`config.mk`:
```
export PLATFORM = sky130hd
export DESIGN_NAME = pipe_hazard_ctrl
export DESIGN_NICKNAME = d
export VERILOG_FILES = /design/src/rtl/pipe_hazard_ctrl.sv
export SDC_FILE = /design/constraint.sdc
export NUM_CORES = 1
export LEC_CHECK = 0
export BUFFER_PORTS_ARGS = -buffer_cell sky130_fd_sc_hd__buf_2
export CAP_MARGIN = 0
export CORE_ASPECT_RATIO = 1.5
export CORE_MARGIN = 5
export CORE_UTILIZATION = 40
export CTS_CLUSTER_DIAMETER = 150
export DETAILED_ROUTE_END_ITERATION = 16
export REMOVE_ABC_BUFFERS = 1
export SYNTH_ARGS = -nofsm -noshare
export SYNTH_HDL_FRONTEND = slang
export SYNTH_SLANG_ARGS = --single-unit
```
`constraint.sdc`:
```
create_clock -name CLK -period 4.9 [get_ports CLK]
set_clock_uncertainty 0.05 [all_clocks]
set_input_delay 0.245 -clock CLK [delete_from_list [all_inputs] [get_ports CLK]]
set_output_delay 0.245 -clock CLK [all_outputs]
set_load 0.01 [all_outputs]
```
`src/rtl/pipe_hazard_ctrl.sv`:
```
// Stall/flush sequencer for a 5-stage MIPS pipeline. It updates on posedge CLK,
// so the control outputs are stable before the pipeline registers latch on negedge CLK.
module pipe_hazard_ctrl #(
  parameter int FLUSH_CYCLES = 1,
  parameter int MEM_TIMEOUT  = 64,
  parameter int CNT_W        = 16
) (
  input  logic             CLK,
  input  logic             RST,
  input  logic [4:0]       if_id_rs,
  input  logic [4:0]       if_id_rt,
  input  logic             use_rs,
  input  logic             use_rt,
  input  logic             id_ex_MemRead,
  input  logic [4:0]       id_ex_Wreg_addr,
  input  logic             ex_mem_PCSrc,
  input  logic             ex_mem_JtoPC,
  input  logic             ex_mem_MemRead,
  input  logic             ex_mem_MemWrite,
  input  logic             dmem_ready,
  output logic             pc_write,
  output logic [1:0]       pc_sel,
  output logic             ifid_write,
  output logic             idex_write,
  output logic             exmem_write,
  output logic             idex_bubble,
  output logic             memwb_bubble,
  output logic             flush_ifid,
  output logic             flush_idex,
  output logic             mem_err,
  output logic [CNT_W-1:0] stall_cnt,
  output logic [1:0]       state
);

  localparam int WAIT_W  = $clog2(MEM_TIMEOUT + 1);
  localparam int FLUSH_W = 4;

  typedef enum logic [1:0] {
    S_RUN      = 2'd0,
    S_STALL_LU = 2'd1,
    S_MEM_WAIT = 2'd2,
    S_FLUSH    = 2'd3
  } state_e;

  state_e             state_q, state_d;
  logic [WAIT_W-1:0]  wait_q, wait_d;
  logic [FLUSH_W-1:0] flush_q, flush_d;
  logic               mem_err_q, mem_err_d;
  logic [CNT_W-1:0]   stall_cnt_q, stall_cnt_d;

  logic               pc_write_q, pc_write_d;
  logic [1:0]         pc_sel_q, pc_sel_d;
  logic               ifid_write_q, ifid_write_d;
  logic               idex_write_q, idex_write_d;
  logic               exmem_write_q, exmem_write_d;
  logic               idex_bubble_q, idex_bubble_d;
  logic               memwb_bubble_q, memwb_bubble_d;
  logic               flush_ifid_q, flush_ifid_d;
  logic               flush_idex_q, flush_idex_d;

  logic mem_hz, redir, lu_hz;

  assign mem_hz = (ex_mem_MemRead | ex_mem_MemWrite) & ~dmem_ready;
  assign redir  = ex_mem_PCSrc | ex_mem_JtoPC;
  assign lu_hz  = id_ex_MemRead && (id_ex_Wreg_addr != 5'd0) &&
                  ((use_rs && (id_ex_Wreg_addr == if_id_rs)) ||
                   (use_rt && (id_ex_Wreg_addr == if_id_rt)));

  // Next-state logic; outputs are decoded from the next state so they can be registered.
  always_comb begin
    // NOTE: every always_comb target gets a default first so no latch is inferred.
    state_d   = state_q;
    wait_d    = wait_q;
    flush_d   = flush_q;
    mem_err_d = mem_err_q;

    unique case (state_q)
      S_RUN, S_STALL_LU: begin
        if (mem_hz) begin
          state_d = S_MEM_WAIT;
          wait_d  = WAIT_W'(1);
        end else if (redir) begin
          state_d = S_FLUSH;
          flush_d = FLUSH_W'(1);
        end else if (lu_hz && state_q == S_RUN) begin
          state_d = S_STALL_LU;
        end else begin
          state_d = S_RUN;
        end
      end
      S_MEM_WAIT: begin
        if (dmem_ready) begin
          state_d = S_RUN;
        end else if (wait_q >= WAIT_W'(MEM_TIMEOUT)) begin
          state_d   = S_RUN;
          mem_err_d = 1'b1;
        end else begin
          wait_d = wait_q + WAIT_W'(1);
        end
      end
      S_FLUSH: begin
        if (mem_hz) begin
          state_d = S_MEM_WAIT;
          wait_d  = WAIT_W'(1);
        end else if (flush_q >= FLUSH_W'(FLUSH_CYCLES)) begin
          state_d = S_RUN;
        end else begin
          flush_d = flush_q + FLUSH_W'(1);
        end
      end
      default: state_d = S_RUN;
    endcase

    stall_cnt_d = stall_cnt_q;
    if (state_d != S_RUN && stall_cnt_q != {CNT_W{1'b1}})
      stall_cnt_d = stall_cnt_q + CNT_W'(1);

    pc_write_d     = 1'b1;
    pc_sel_d       = 2'd0;
    ifid_write_d   = 1'b1;
    idex_write_d   = 1'b1;
    exmem_write_d  = 1'b1;
    idex_bubble_d  = 1'b0;
    memwb_bubble_d = 1'b0;
    flush_ifid_d   = 1'b0;
    flush_idex_d   = 1'b0;

    unique case (state_d)
      S_STALL_LU: begin
        pc_write_d    = 1'b0;
        ifid_write_d  = 1'b0;
        idex_bubble_d = 1'b1;
      end
      S_MEM_WAIT: begin
        pc_write_d     = 1'b0;
        ifid_write_d   = 1'b0;
        idex_write_d   = 1'b0;
        exmem_write_d  = 1'b0;
        memwb_bubble_d = 1'b1;
      end
      S_FLUSH: begin
        flush_ifid_d = 1'b1;
        flush_idex_d = 1'b1;
        // Redirect target is only presented on the first flush cycle; jump beats branch.
        if (state_q != S_FLUSH)
          pc_sel_d = ex_mem_JtoPC ? 2'd2 : 2'd1;
      end
      default: ;
    endcase
  end

  always_ff @(posedge CLK or posedge RST) begin
    if (RST) begin
      state_q        <= S_RUN;
      wait_q         <= '0;
      flush_q        <= '0;
      mem_err_q      <= 1'b0;
      stall_cnt_q    <= '0;
      pc_write_q     <= 1'b1;
      pc_sel_q       <= 2'd0;
      ifid_write_q   <= 1'b1;
      idex_write_q   <= 1'b1;
      exmem_write_q  <= 1'b1;
      idex_bubble_q  <= 1'b0;
      memwb_bubble_q <= 1'b0;
      flush_ifid_q   <= 1'b0;
      flush_idex_q   <= 1'b0;
    end else begin
      // NOTE: sequential state uses non-blocking assignments so all registers update together.
      state_q        <= state_d;
      wait_q         <= wait_d;
      flush_q        <= flush_d;
      mem_err_q      <= mem_err_d;
      stall_cnt_q    <= stall_cnt_d;
      pc_write_q     <= pc_write_d;
      pc_sel_q       <= pc_sel_d;
      ifid_write_q   <= ifid_write_d;
      idex_write_q   <= idex_write_d;
      exmem_write_q  <= exmem_write_d;
      idex_bubble_q  <= idex_bubble_d;
      memwb_bubble_q <= memwb_bubble_d;
      flush_ifid_q   <= flush_ifid_d;
      flush_idex_q   <= flush_idex_d;
    end
  end

  assign pc_write     = pc_write_q;
  assign pc_sel       = pc_sel_q;
  assign ifid_write   = ifid_write_q;
  assign idex_write   = idex_write_q;
  assign exmem_write  = exmem_write_q;
  assign idex_bubble  = idex_bubble_q;
  assign memwb_bubble = memwb_bubble_q;
  assign flush_ifid   = flush_ifid_q;
  assign flush_idex   = flush_idex_q;
  assign mem_err      = mem_err_q;
  assign stall_cnt    = stall_cnt_q;
  assign state        = state_q;

endmodule
```
; Yosys cells after proc, flatten, opt, wreduce, memory -nomap -nowiden
; Cells that the tools add are included.
[op_classes]
n_eq_ne = 17
n_lt_le_gt_ge = 2
mux = 25
n_reduce_logical = 17
add_sub_neg = 3
bitwise = 4
[op_table]
columns = operator, count
row1 = 7-bit 2-to-1 mux, 3
row2 = 2-bit 2-to-1 mux, 9
row3 = 16-bit by 1-bit adder with 16-bit output (second input constant), 1
row4 = 4-bit 2-to-1 mux, 4
row5 = 16-bit inequality test (second input constant), 1
row6 = 2-bit inequality test (second input constant), 7
row7 = 7-bit one-hot mux with 2 select lines, 1
row8 = 5-bit == test, 2
row9 = 2-bit == test (second input constant), 4
row10 = 4-bit one-hot mux with 2 select lines, 1
row11 = 7-bit by 1-bit adder with 7-bit output (second input constant), 1
row12 = 7-bit greater-or-equal comparator (second input constant), 1
row13 = 1-bit logical AND, 6
row14 = 1-bit 2-to-1 mux, 6
row15 = 2-bit one-hot mux with 3 select lines, 1
row16 = 3-bit AND reduction, 2
row17 = 5-bit AND reduction, 1
row18 = 5-bit nonzero test, 1
row19 = 4-bit by 1-bit adder with 4-bit output (second input constant), 1
row20 = 2-bit by 1-bit == test with 1-bit output (second input constant), 2
row21 = 4-bit by 1-bit greater-or-equal comparator with 1-bit output (second input constant), 1
row22 = 2-bit nonzero test, 2
row23 = 2-bit OR reduction, 2
row24 = 3-bit OR reduction, 1
row25 = 6 further kinds, 7
[word_totals]
output_inout_bits = 29
wordCells = 79
in_bits = 25
register_bits = 37

; Logic depth before layout (Yosys ltp)
; Gate-level depths: netlist (run 1).
[depth]
depth_word = 12
ltp_mapped = 9

; Worst setup path after synthesis (run 1)
; Ideal clock, no wire load.
[synth_path]
kind = flip-flop to flip-flop
start = reg stall_cnt_q[7] (netlist: stall_cnt[7])
end = reg stall_cnt_q[1] (netlist: stall_cnt[1])
t_arrival_ps = 1849
period_less_slack_ps = 2026
required_time_ps = 4722
stages_incl_launch_ff = 7
path_buffers = 1
path_slack_ps = 2874
cell_sequence = dfrtp_1 > nand4_2 > nor4_2 > a211oi_1 > a21oi_2 > buf_6 > mux2_1
[synth_via]
elab_chain_len = 2
[synth_lines]
columns = element, line_no
row1 = start: declaration, 49  ; logic [CNT_W-1:0] stall_cnt_q, stall_cnt_d;
row2 = start signal: assignment, 174  ; stall_cnt_q <= stall_cnt_d;
row3 = 16-bit inequality test, 115  ; if (state_d != S_RUN && stall_cnt_q != {CNT_W{1'b1}})
row4 = 1-bit logical AND, 115
; No other way between the ends.
; A chain may end at the register's enable or synchronous reset.

; Worst setup path after layout (run 1)
[layout_path]
start = reg stall_cnt_q[0] (netlist: stall_cnt[0])
end = reg stall_cnt_q[1] (netlist: stall_cnt[1])
[layout_via]
elab_chain_len = 2
[layout_lines]
columns = element
row1 = "parallel branches: the longest is 2 deep, another holds 16-bit by 1-bit adder with 16-bit output"
; Several ways; the timed one is not identified.

==> key figures, run 1 <==
STA
  • RSZ-0062 raised after global routing: no
  • Setup tns final: 0 ns
  • Hold WS: -0.01125 ns
  • Endpoints failing setup: 0
  • Tcrit/Tclk final: 0.4939
  • Final hold vios: 14
  • Worst Tran Pin Value: 0.7059 ns
  • Max Fclk: roughly 0.41 GHz
  • Slew Limit Fails: 0
  • Minimum clock period: around 2.4 ns
  • Slew margin rel.: 0.5294

Logic synthesis
  • Synth area leaders: dfrtp_1 (47%), xor2_1 (7.0%), xnor2_1 (5.6%)
  • Leading cell types by count after synthesis: dfrtp_1 (35), nor2_1 (27), nand2_1 (16)
  • Area of the mapped netlist: 1867 µm²
  • Ys Warns: 0
  • Cells after Synth: 183
  • Netlist cell types: 42
  • Flops & latches, synth: 37
  • Post-synth ARST share: 1.000
  • Post-synthesis sequential area ratio: 0.4973
  • Yosys top cell area share: 0.4692
  • Mean Syn Cell Area: 10.20 µm²
  • Post-synth top area cell: dfrtp_1
  • Most common cell in the synthesized netlist: dfrtp_1
  • EDFF count, synth: 0
  • Synth Flop Type: dfrtp_1

Power and ir drop
  • P_int: 827.3 µW
  • VDD IR-drop max: ~0.00033 V
  • Power Density: between 500 and 600 nW/µm²
  • Leak: 1.098 nW
  • Sw Share: 0.3792
  • Net Switching: between 500 and 600 µW
  • Clock power frac: 0.242
  • Seq pwr share: 0.405
  • Combinational cell fraction of total power: 0.354

Layout
  • Final layout net count: approximately 270
  • Final non-filler cell total: 304
  • Area Growth Syn to Fin: 24.26%
  • Share of layout cells above drive strength 1: 0.2958
  • Diodes inserted: 0

Routing
  • Drt total wl: 3916 µm
  • Vias per cell: approximately 4.8
  • DRT iter0 DRCs: 58
  • Router iterations before antenna repair: 4
  • Vias: 1446
  • Drt drc: 0
  • WL/cell: 12.88 µm
  • Routed Antenna Nets: 0

Critical path
  • Top Family by Delay on Critical Path: compound AO/OA/AOI/OAI gates
  • Critical Path AT: 2.55 ns
  • Critical path class: flop to flop
  • Slowest cell on crit path: a21oi_2
  • Crit-path cells: ha_1 > nand3_1 > nor4_2 > a211oi_1 > a21oi_2 > mux2_1
  • WP data required: 5.03 ns
  • Type of element capturing the critical path: flop
  • Critical path buffers and inverters: 0
  • Maximum fanout along the worst path: 15
  • Largest stage delay, worst path: 0.58 ns
  • CP Launch Type: flop

CTS
  • CTS H-Tree Depth: 2
  • Hold buffers post-CTS: 0
  • Clk Tree Root Cell: clkbuf_8
  • Clk buf depth: 2
  • Clk sinks: 37
  • Num CTS Buffers: 5
  • Post-cts sizing count: 0
  • Post-CTS Setup Repair Bufs: 0
  • CTS tree: done
  • Worst-Skew Late Latency: between 0.2 and 0.3 ns
  • CTS clk-pin slew, worst paths: 0.08 ns

Worst hold path
  • Hold Crit Class: input pin to asynchronous set/reset pin

Floorplan
  • Die ar.: 6162 µm²
  • Site Rows: 30
  • Initial Utilization: 0.4110
  • Die span in x: 65.78 µm
  • Die H: roughly 94 µm
  • Total core area: 4542 µm²
  • Boundary Pins: 54

Global route
  • Remaining global-route overflow: 0
  • Initial antenna violation count: 0
  • Vias in the first global route: 1545
  • Largest net degree at the start of global routing: 38
  • GRT Resource Usage Total: 0.1384
  • First-pass GRT wire length: roughly 6600 µm

Outcome
  • Failing checks: hold timing
  • Outcome: complete, but fails checks

Placed design
  • DP HPWL: 2991 µm
  • Count of input and output buffers: 53
  • RD Place Congestion: ~0.74
  • Post-Place Cells: 296

Job
  • Maxcap violations: 0
## registers in the layout (all words and copies together), names as in the netlist
register / flops
ifid_write: 1
exmem_write: 1
pc_sel: 2
flush_q: 4
memwb_bubble: 1
state: 2
stall_cnt: 16
flush_idex: 1
mem_err: 1
wait_q: 7
idex_bubble: 1
## stage by stage
stage | total power [mW] | utilization | cell area, µm² | setup slack (ns)
final | 1.333 | 0.5107 | 2320 | 2.480
after global routing | 1.443 | 0.5107 | 2320 | 2.269
after CTS | 1.350 | 0.5107 | 2320 | 2.461
after detailed placement | 1.025 | 0.4804 | 2182 | 2.479
after global placement | 1.019 | 0.4804 | 2182 | 2.512
after floorplan | 0.8363 | - | 1829 | 2.796
## power by group through the flow
stage / clock network, mW / registers (mW) / logic (mW)
3_5_place_dp: 0 / 0.545 / 0.481
6_report: 0.322 / 0.539 / 0.471
5_1_grt: 0.344 / 0.562 / 0.537
3_3_place_gp: 0 / 0.547 / 0.472
2_1_floorplan: 0 / 0.575 / 0.261
4_1_cts: 0.327 / 0.540 / 0.483
## per-layer routing
| layer | GRT usage | vias up | wire, µm |
|---|---|---|---|
| li1 | - | 730 | - |
| met1 | 0.1531 | 683 | 1578 |
| met2 | 0.2444 | 28 | 2125 |
| met3 | 0.03234 | 5 | 156 |
| met4 | 0.06401 | 0 | 56 |
| met5 | 0 | - | 0 |
## cells by family (layout without fill, tap and decap cells)
kind of cell    Yosys count  count (layout)  share of synthesized area
mux                       4               4                    0.02212
buf+inv                  13              70                    0.03619
flops                    37              37                     0.4973
fa+ha+maj                 5               5                    0.03351
compound gates           20              20                    0.07507
simple gates             77              77                     0.2091
xor+xnor                 27              27                     0.1267
## layout make-up
cell class / count / area [µm²]
Timing Repair Buffer: 54 / 272.8
Multi-Input combinational cell: 133 / 870.8
Fill cell: 443 / 2222
Clock buffer: 5 / 68.82
Inverter: 8 / 30.03
Clock inverter: 3 / 68.82
Tap cell: 64 / 80.08
Sequential cell: 37 / 928.4
## path summary, 6_finish.rpt
| kind | from | to | slack [ns] | depth (start not counted) |
|---|---|---|---|---|
| worst min-delay path | RST | wait_q[1]$_DFFE_PP0P_ | -0.01 | 3 |
| min in group CLK | ex_mem_JtoPC | pc_sel[0]$_DFF_PP0_ | 0.10 | 2 |
| worst max register to register | stall_cnt[0]$_DFFE_PP0P_ | stall_cnt[1]$_DFFE_PP0P_ | 2.48 | 6 |
| max in group asynchronous | RST | exmem_write$_DFF_PP1_ | 4.45 | 3 |
| worst min register to register | mem_err$_DFFE_PP0P_ | mem_err$_DFFE_PP0P_ | 0.42 | 1 |
| worst max-delay path | stall_cnt[0]$_DFFE_PP0P_ | stall_cnt[1]$_DFFE_PP0P_ | 2.48 | 6 |
## worst reg2reg max path, stage by stage, from the launching register on
cell and delay, ns:
dfrtp_1 0.41, ha_1 0.19, nand3_1 0.18, nor4_2 0.35, a211oi_1 0.17, a21oi_2 0.58, mux2_1 0.38
## cells in the final DEF, fill, tap and decap left out, types with 3 or more instances in the layout
| cell type | n |
|---|---|
| nor3_1 | 6 |
| nand2_1 | 16 |
| nor2_1 | 27 |
| ha_1 | 5 |
| a21o_1 | 3 |
| dfrtp_1 | 35 |
| mux2i_1 | 3 |
| nand3_1 | 5 |
| clkbuf_8 | 5 |
| xor2_1 | 15 |
| xnor2_1 | 12 |
| a21oi_1 | 3 |
| buf_2 | 53 |
| nand2b_1 | 3 |
| inv_1 | 8 |
| nand4_1 | 5 |
| nor3_2 | 3 |
No activity file was read; power rests on OpenSTA's default activity.
==> run 2: changes to the inputs <==
PLACE_DENSITY = 0.67   (was unset)
clock period = 1.98 ns   (was 4.9 ns; I/O delays follow)
==> run 2 against run 1 <==
  * The run ends with setup timing left
  * Die area unchanged
  * Maximum frequency increased by 13%
  * Final cell count is 16% higher
  * Global-route usage is 2.5 points higher
  * Utilization grew 12 points
  * Sequential share of layout area fell by 7.5 points
  * Non-clock buffer count grew 49
  * Via count increased by 16%
  * Total power grew to 3.1 times the previous value
  * Wire length up 23%
  * Sequential power grew 130%
  * Critical path type unchanged
  * Critical endpoint unchanged
  * Largest power group is now combinational cells
==> key figures, run 2 (synthesized netlist as in run 1, its figures left out) <==
Power and ir drop
  • Sw Share: 0.3724 (-0.006802)
  • Total Power: 4.191 mW (+210%)
  • P_int: 2.631 mW (+220%)
  • Combinational cell fraction of total power: 0.515 (+0.161)
  • Seq pwr share: 0.300 (-0.105)
  • Power Density: 1467 nW/µm² (+160%)
  • Net Switching: 1.561 mW (+210%)
  • Clock power frac: 0.185 (-0.057)
  • Leak: 1.363 nW (+24%)
  • VDD IR-drop max: 0.0008620 V (+160%)

CTS
  • Num CTS Buffers: 5 (unchanged)
  • Clk sinks: 37 (unchanged)
  • Worst-Skew Late Latency: 0.29 ns (about the same)
  • CTS tree: done
  • CTS clk-pin slew, worst paths: 0.07 ns (about the same)
  • Clk buf depth: 2 (unchanged)
  • Clk Tree Root Cell: clkbuf_8
  • CTS H-Tree Depth: 2 (unchanged)

Layout
  • Share of layout cells above drive strength 1: 0.4828 (+0.1869)
  • Max FFs per register: 16 (unchanged)
  • Diodes inserted: 0 (unchanged)
  • Final layout net count: 319 (+19%)
  • Area Growth Syn to Fin: 53.08%
  • Commonest non-fill, non-tap cell in the layout: buf_2
  • Commonest non-fill, non-tap cells in the layout: buf_2 (53), buf_4 (44), dfrtp_1 (34)

Critical path
  • Type of element capturing the critical path: flop
  • Slowest cell on crit path: dfrtp_1
  • Critical path class: flop to flop
  • CP startpoint: flush_q[0]$_DFFE_PP0P_
  • Worst r2r src: flush_q[0]$_DFFE_PP0P_
  • Crit-path cells: inv_2 > ha_4 > nor4b_4 > o211ai_1 > a32oi_2 > buf_4 > a21oi_4 > mux2_4
  • Maximum fanout along the worst path: 6 (-9)
  • Reg-to-reg slack, setup: -0.16 ns (-2.64 ns)
  • Reg2Reg Depth: 8 (+2)
  • CP Launch Type: flop
  • WP data required: 2.11 ns (-2.92 ns)
  • Largest stage delay, worst path: 0.42 ns (-0.16 ns)
  • Critical Path AT: 2.27 ns (-0.28 ns)

Placed design
  • RD Place Congestion: 0.7758 (+4.5%)
  • Count of input and output buffers: 53 (unchanged)
  • DP HPWL: 3338 µm (+12%)

Floorplan
  • Die ar.: 6162 µm² (unchanged)
  • Initial Utilization: 0.4110 (unchanged)
  • Die H: 93.67 µm (unchanged)
  • Die span in x: 65.78 µm (unchanged)
  • Boundary Pins: 54 (unchanged)
  • Total core area: 4542 µm² (unchanged)
  • Site Rows: 30 (unchanged)

STA
  • Final hold vios: 0 (-14)
  • Setup tns final: -1.330 ns (-1.330 ns)
  • RSZ-0062 raised after global routing: yes
  • Slew margin rel.: 0.5223 (-0.007153)
  • Slew Limit Fails: 0 (unchanged)
  • Endpoints failing setup: 15 (+15)
  • Max Fclk: 0.4669 GHz (+13%)
  • Minimum clock period: 2.142 ns (-0.2787 ns)
  • Tcrit/Tclk final: 1.082 (+0.5877)
  • Worst Tran Pin Value: 0.7166 ns (+0.01073 ns)
  • Final worst slack: -0.1616 ns (-2.641 ns)

Global route
  • Remaining global-route overflow: 0 (unchanged)
  • Largest net degree at the start of global routing: 38 (unchanged)
  • First-pass GRT wire length: 7803 µm (+17%)
  • GRT Resource Usage Total: 0.1638 (+0.02542)
  • Vias in the first global route: 1783 (+15%)
  • Initial antenna violation count: 0 (unchanged)

Job
  • Maxcap violations: 0 (unchanged)

Routing
  • Routed Antenna Nets: 0 (unchanged)
  • Drt drc: 0 (unchanged)
  • Drt total wl: 4827 µm (+23%)
  • WL/cell: 13.64 µm (+5.9%)
  • DRT iter0 DRCs: 88 (+52%)
  • Vias per cell: 4.751 (-0.11%)
  • Router iterations before antenna repair: 5 (+1)
  • Vias: 1682 (+16%)

Worst hold path
  • Hold path cells: 3
  • Min-delay src: dmem_ready
  • Hold Crit Class: input pin to flop

Outcome
  • Failing checks: setup timing
  • Outcome: complete, but fails checks
-- run 2: layer usage --
| metal | GRT usage | up-vias | share of wire | wire (µm) |
|---|---|---|---|---|
| met3 | 0.03952 | 7 | 0.046 | 220 |
| met5 | 0 | - | 0 | 0 |
| met4 | 0.05536 | 0 | 0.013 | 64 |
| met2 | 0.3021 | 42 | 0.55 | 2664 |
| met1 | 0.1778 | 800 | 0.39 | 1877 |
| li1 | - | 833 | - | - |
-- run 2: layout make-up --
class | count | area [µm²]
Clock buffer | 5 | 68.82
Tap cell | 64 | 80.08
Inverter | 8 | 30.03
Fill cell | 391 | 1684
Timing Repair Buffer | 103 | 660.6
Clock inverter | 3 | 65.06
Multi-Input combinational cell | 134 | 1023
Sequential cell | 37 | 929.6
-- run 2: critical path, delay by kind of cell (launching register included) --
family | cells | cell delay [ns]
AND/OR/NAND/NOR | 1 | 0.13
multiplexers | 1 | 0.33
buffers and inverters | 2 | 0.24
AO/OA/AOI/OAI | 3 | 0.71
flip-flops | 1 | 0.42
adder cells (fa/ha/maj) | 1 | 0.15
-- run 2: path summary, 6_finish.rpt --
kind	endpoint
setup / recovery	stall_cnt[1]$_DFFE_PP0P_
hold / removal	wait_q[0]$_DFFE_PP0P_
setup reg to reg	stall_cnt[1]$_DFFE_PP0P_
hold reg to reg	mem_err$_DFFE_PP0P_
max in group asynchronous	exmem_write$_DFF_PP1_
min in group asynchronous	stall_cnt[8]$_DFFE_PP0P_
-- run 2: timing repair --
item	CTS	global route
resized for setup	28	6
buffers inserted	3	8
pin swaps	11	12
hold endpoints to repair	37	0
endpoints found under the setup margin	19	20
hold buffers	2	0
cloned	1	0
-- run 2: power groups by stage --
stage          logic [mW]  clock network [mW]  registers (mW)
2_1_floorplan       0.646                   0            1.42
3_3_place_gp         1.71                   0            1.24
3_5_place_dp         1.73                   0            1.25
4_1_cts              2.04               0.793            1.25
5_1_grt              2.35               0.821            1.30
6_report             2.16               0.777            1.26
-- run 2: stage by stage --
step | setup WS [ns] | hold slack [ns] | instances | util | instance area [µm²]
after floorplan | -0.1240 | 0.1225 | 178 | - | 1829
final | -0.1616 | 0.1179 | 354 | 0.6292 | 2858
after global routing | -0.2858 | 0.1209 | 354 | 0.6292 | 2858
after global placement | -0.1690 | 0.1808 | 335 | 0.5449 | 2475
after detailed placement | -0.1882 | 0.1815 | 335 | 0.5449 | 2475
after CTS | -0.09207 | 0.1066 | 349 | 0.6160 | 2798
==> run 3: changes to the inputs <==
CELL_PAD_IN_SITES_DETAIL_PLACEMENT = 0   (was unset)
CELL_PAD_IN_SITES_GLOBAL_PLACEMENT = 1   (was unset)
CORE_UTILIZATION = 35   (was 40)
PLACE_DENSITY = unset   (was 0.67)
PLACE_DENSITY_LB_ADDON = 0.1   (was unset)
==> run 3 against run 2 <==
  * The flow still finishes with violations (setup timing)
  * Maximum frequency is 5.2% higher
  * Flip-flop and latch count unchanged
  * Clock power decreased by 34%
  * Die area grew 12%
  * Combinational power is 5% lower
==> key figures, run 3 (synthesized netlist as in run 1, its figures left out) <==
STA
  • Setup tns final: -0.2829 ns (+1.047 ns)
  • RSZ-0062 raised after global routing: yes
  • Slew margin rel.: 0.6111 (+0.08884)
  • Final hold vios: 0 (unchanged)
  • Endpoints failing setup: 7 (-8)
  • Final worst slack: -0.05588 ns (+0.1057 ns)
  • Tcrit/Tclk final: 1.028 (-0.05339)
  • Max Fclk: 0.4912 GHz (+5.2%)
  • Hold WS: 0.1299 ns (+0.01207 ns)
  • Worst Tran Pin Value: 0.5834 ns (-0.1333 ns)
  • Minimum clock period: 2.036 ns (-0.1057 ns)
  • Slew Limit Fails: 0 (unchanged)

Floorplan
  • Initial Utilization: 0.3614 (-0.04959)
  • Die H: 99.45 µm (+6.2%)
  • Site Rows: 32 (+6.7%)
  • Total core area: 5165 µm² (+14%)
  • Boundary Pins: 54 (unchanged)
  • Die span in x: 69.63 µm (+5.9%)
  • Die ar.: 6924 µm² (+12%)

Global route
  • Vias in the first global route: 1675 (-6.1%)
  • Largest net degree at the start of global routing: 38 (unchanged)
  • Initial antenna violation count: 0 (unchanged)
  • First-pass GRT wire length: 7803 µm (unchanged)
  • GRT Resource Usage Total: 0.1425 (-0.02128)
  • Remaining global-route overflow: 0 (unchanged)

Power and ir drop
  • Power Density: 1373 nW/µm² (-6.4%)
  • P_int: 2.280 mW (-13%)
  • Clock power frac: 0.136 (-0.049)
  • Combinational cell fraction of total power: 0.543 (+0.028)
  • Sw Share: 0.3955 (+0.02308)
  • VDD IR-drop max: 0.0008170 V (-5.2%)
  • Leak: 1.315 nW (-3.5%)
  • Net Switching: 1.491 mW (-4.4%)
  • Total Power: 3.771 mW (-10%)
  • Seq pwr share: 0.321 (+0.021)

Layout
  • Diodes inserted: 0 (unchanged)
  • Register area: 928.4 µm² (-0.13%)
  • Multi-input gate area in the final layout: 982.2 µm² (-4.0%)
  • Commonest non-fill, non-tap cell in the layout: buf_2
  • # fillers: 483 (+24%)
  • Fin area: 2746 µm² (-3.9%)
  • Commonest non-fill, non-tap cells in the layout: buf_2 (53), buf_4 (42), dfrtp_1 (35)
  • Final layout net count: 316 (-0.94%)
  • Core Util, Final: 0.5317 (-0.09747)
  • Final non-filler cell total: 355 (+0.28%)
  • Share of layout cells above drive strength 1: 0.4530 (-0.02980)
  • Area Growth Syn to Fin: 47.12%
  • Max FFs per register: 16 (unchanged)

CTS
  • CTS tree: done
  • CTS H-Tree Depth: 2 (unchanged)
  • Clk Tree Root Cell: clkbuf_8
  • Clk sinks: 37 (unchanged)
  • Num CTS Buffers: 5 (unchanged)
  • Worst-Skew Late Latency: 0.29 ns (about the same)
  • CTS clk-pin slew, worst paths: 0.07 ns (about the same)
  • Clk buf depth: 2 (unchanged)

Routing
  • DRT iter0 DRCs: 55 (-38%)
  • Routed Antenna Nets: 0 (unchanged)
  • Vias: 1641 (-2.4%)
  • Drt total wl: 4710 µm (-2.4%)
  • Router iterations before antenna repair: 4 (-1)
  • WL/cell: 13.27 µm (-2.7%)
  • Vias per cell: 4.623 (-2.7%)
  • Drt drc: 0 (unchanged)

Outcome
  • Outcome: complete, but fails checks
  • Failing checks: setup timing

Placed design
  • Cell area after placement: 2502 µm² (+1.1%)
  • Pre-CTS setup slack: -0.2986 ns (-0.1103 ns)
  • Count of input and output buffers: 53 (unchanged)
  • DP HPWL: 3582 µm (+7.3%)
  • Post-Place Cells: 342 (+2.1%)
  • RD Place Congestion: 0.7351 (-5.2%)

Critical path
  • Critical Path AT: 2.17 ns (-0.10 ns)
  • WP data required: 2.11 ns (about the same)
  • Critical path class: flop to flop
  • Maximum fanout along the worst path: 7 (+1)
  • CP Launch Type: flop
  • Type of element capturing the critical path: flop

Job
  • Maxcap violations: 0 (unchanged)

Worst hold path
  • Hold Crit Class: input pin to flop
run 3: cell count changes in the layout (fill, tap and decap cells not counted), moves of 2 or more:
cell	before	now
nor2_4	3	1
ha_2	0	2
nor2_1	22	24
nor3_2	7	5
bufinv_16	2	0
ha_4	2	0
buf_4	44	42
run 3: final timing paths:
path / start / to / slack, ns / cells past startpoint
max: flush_q[0]$_DFFE_PP0P_ / stall_cnt[4]$_DFFE_PP0P_ / -0.06 / 9
min: ex_mem_PCSrc / pc_sel[0]$_DFF_PP0_ / 0.13 / 3
max reg2reg: flush_q[0]$_DFFE_PP0P_ / stall_cnt[4]$_DFFE_PP0P_ / -0.06 / 9
min reg2reg: mem_err$_DFFE_PP0P_ / mem_err$_DFFE_PP0P_ / 0.40 / 1
max in group asynchronous: RST / exmem_write$_DFF_PP1_ / 1.11 / 4
min in group asynchronous: RST / flush_q[1]$_DFFE_PP0P_ / 0.42 / 4
run 3: routing by layer:
layer | up-vias | track usage | routed length, µm
li1 | 829 | - | -
met1 | 766 | 0.1544 | 1846
met2 | 40 | 0.2640 | 2549
met3 | 6 | 0.03741 | 237
met4 | 0 | 0.05310 | 76
met5 | - | 0 | 0
run 3: timing repair:
action                                  CTS  global route
hold endpoints to repair                 37             0
gates resized for setup                  19             4
pin swaps                                 5             2
gates cloned                              1             0
endpoints found under the setup margin   15            16
hold buffers                              2             0
setup buffers                             1             1
run 3: power groups by stage:
stage / Sequential (mW) / Combinational (mW) / Clock [mW]
after global routing: 1.25 / 2.23 / 0.563
after detailed placement: 1.22 / 1.83 / 0
after global placement: 1.22 / 1.83 / 0
after floorplan: 1.42 / 0.646 / 0
after CTS: 1.22 / 2.02 / 0.535
final: 1.21 / 2.05 / 0.511
run 3: critical path, cell delays in order (launching register included):
cell      delay [ns]
dfrtp_1         0.37
inv_1           0.05
ha_2            0.17
nor4b_4         0.13
o211ai_1        0.25
a32oi_2         0.20
a21oi_4         0.35
buf_6           0.17
nor2_2          0.03
xor2_1          0.15
run 3: layout make-up:
| cell class | instances | share of cell area |
|---|---|---|
| Tap cell | 68 | 0.03098 |
| Clock inverter | 3 | 0.006378 |
| Clock buffer | 5 | 0.02506 |
| Multi-Input combinational cell | 134 | 0.3576 |
| Timing Repair Buffer | 100 | 0.2310 |
| Inverter | 8 | 0.01093 |
| Sequential cell | 37 | 0.3380 |
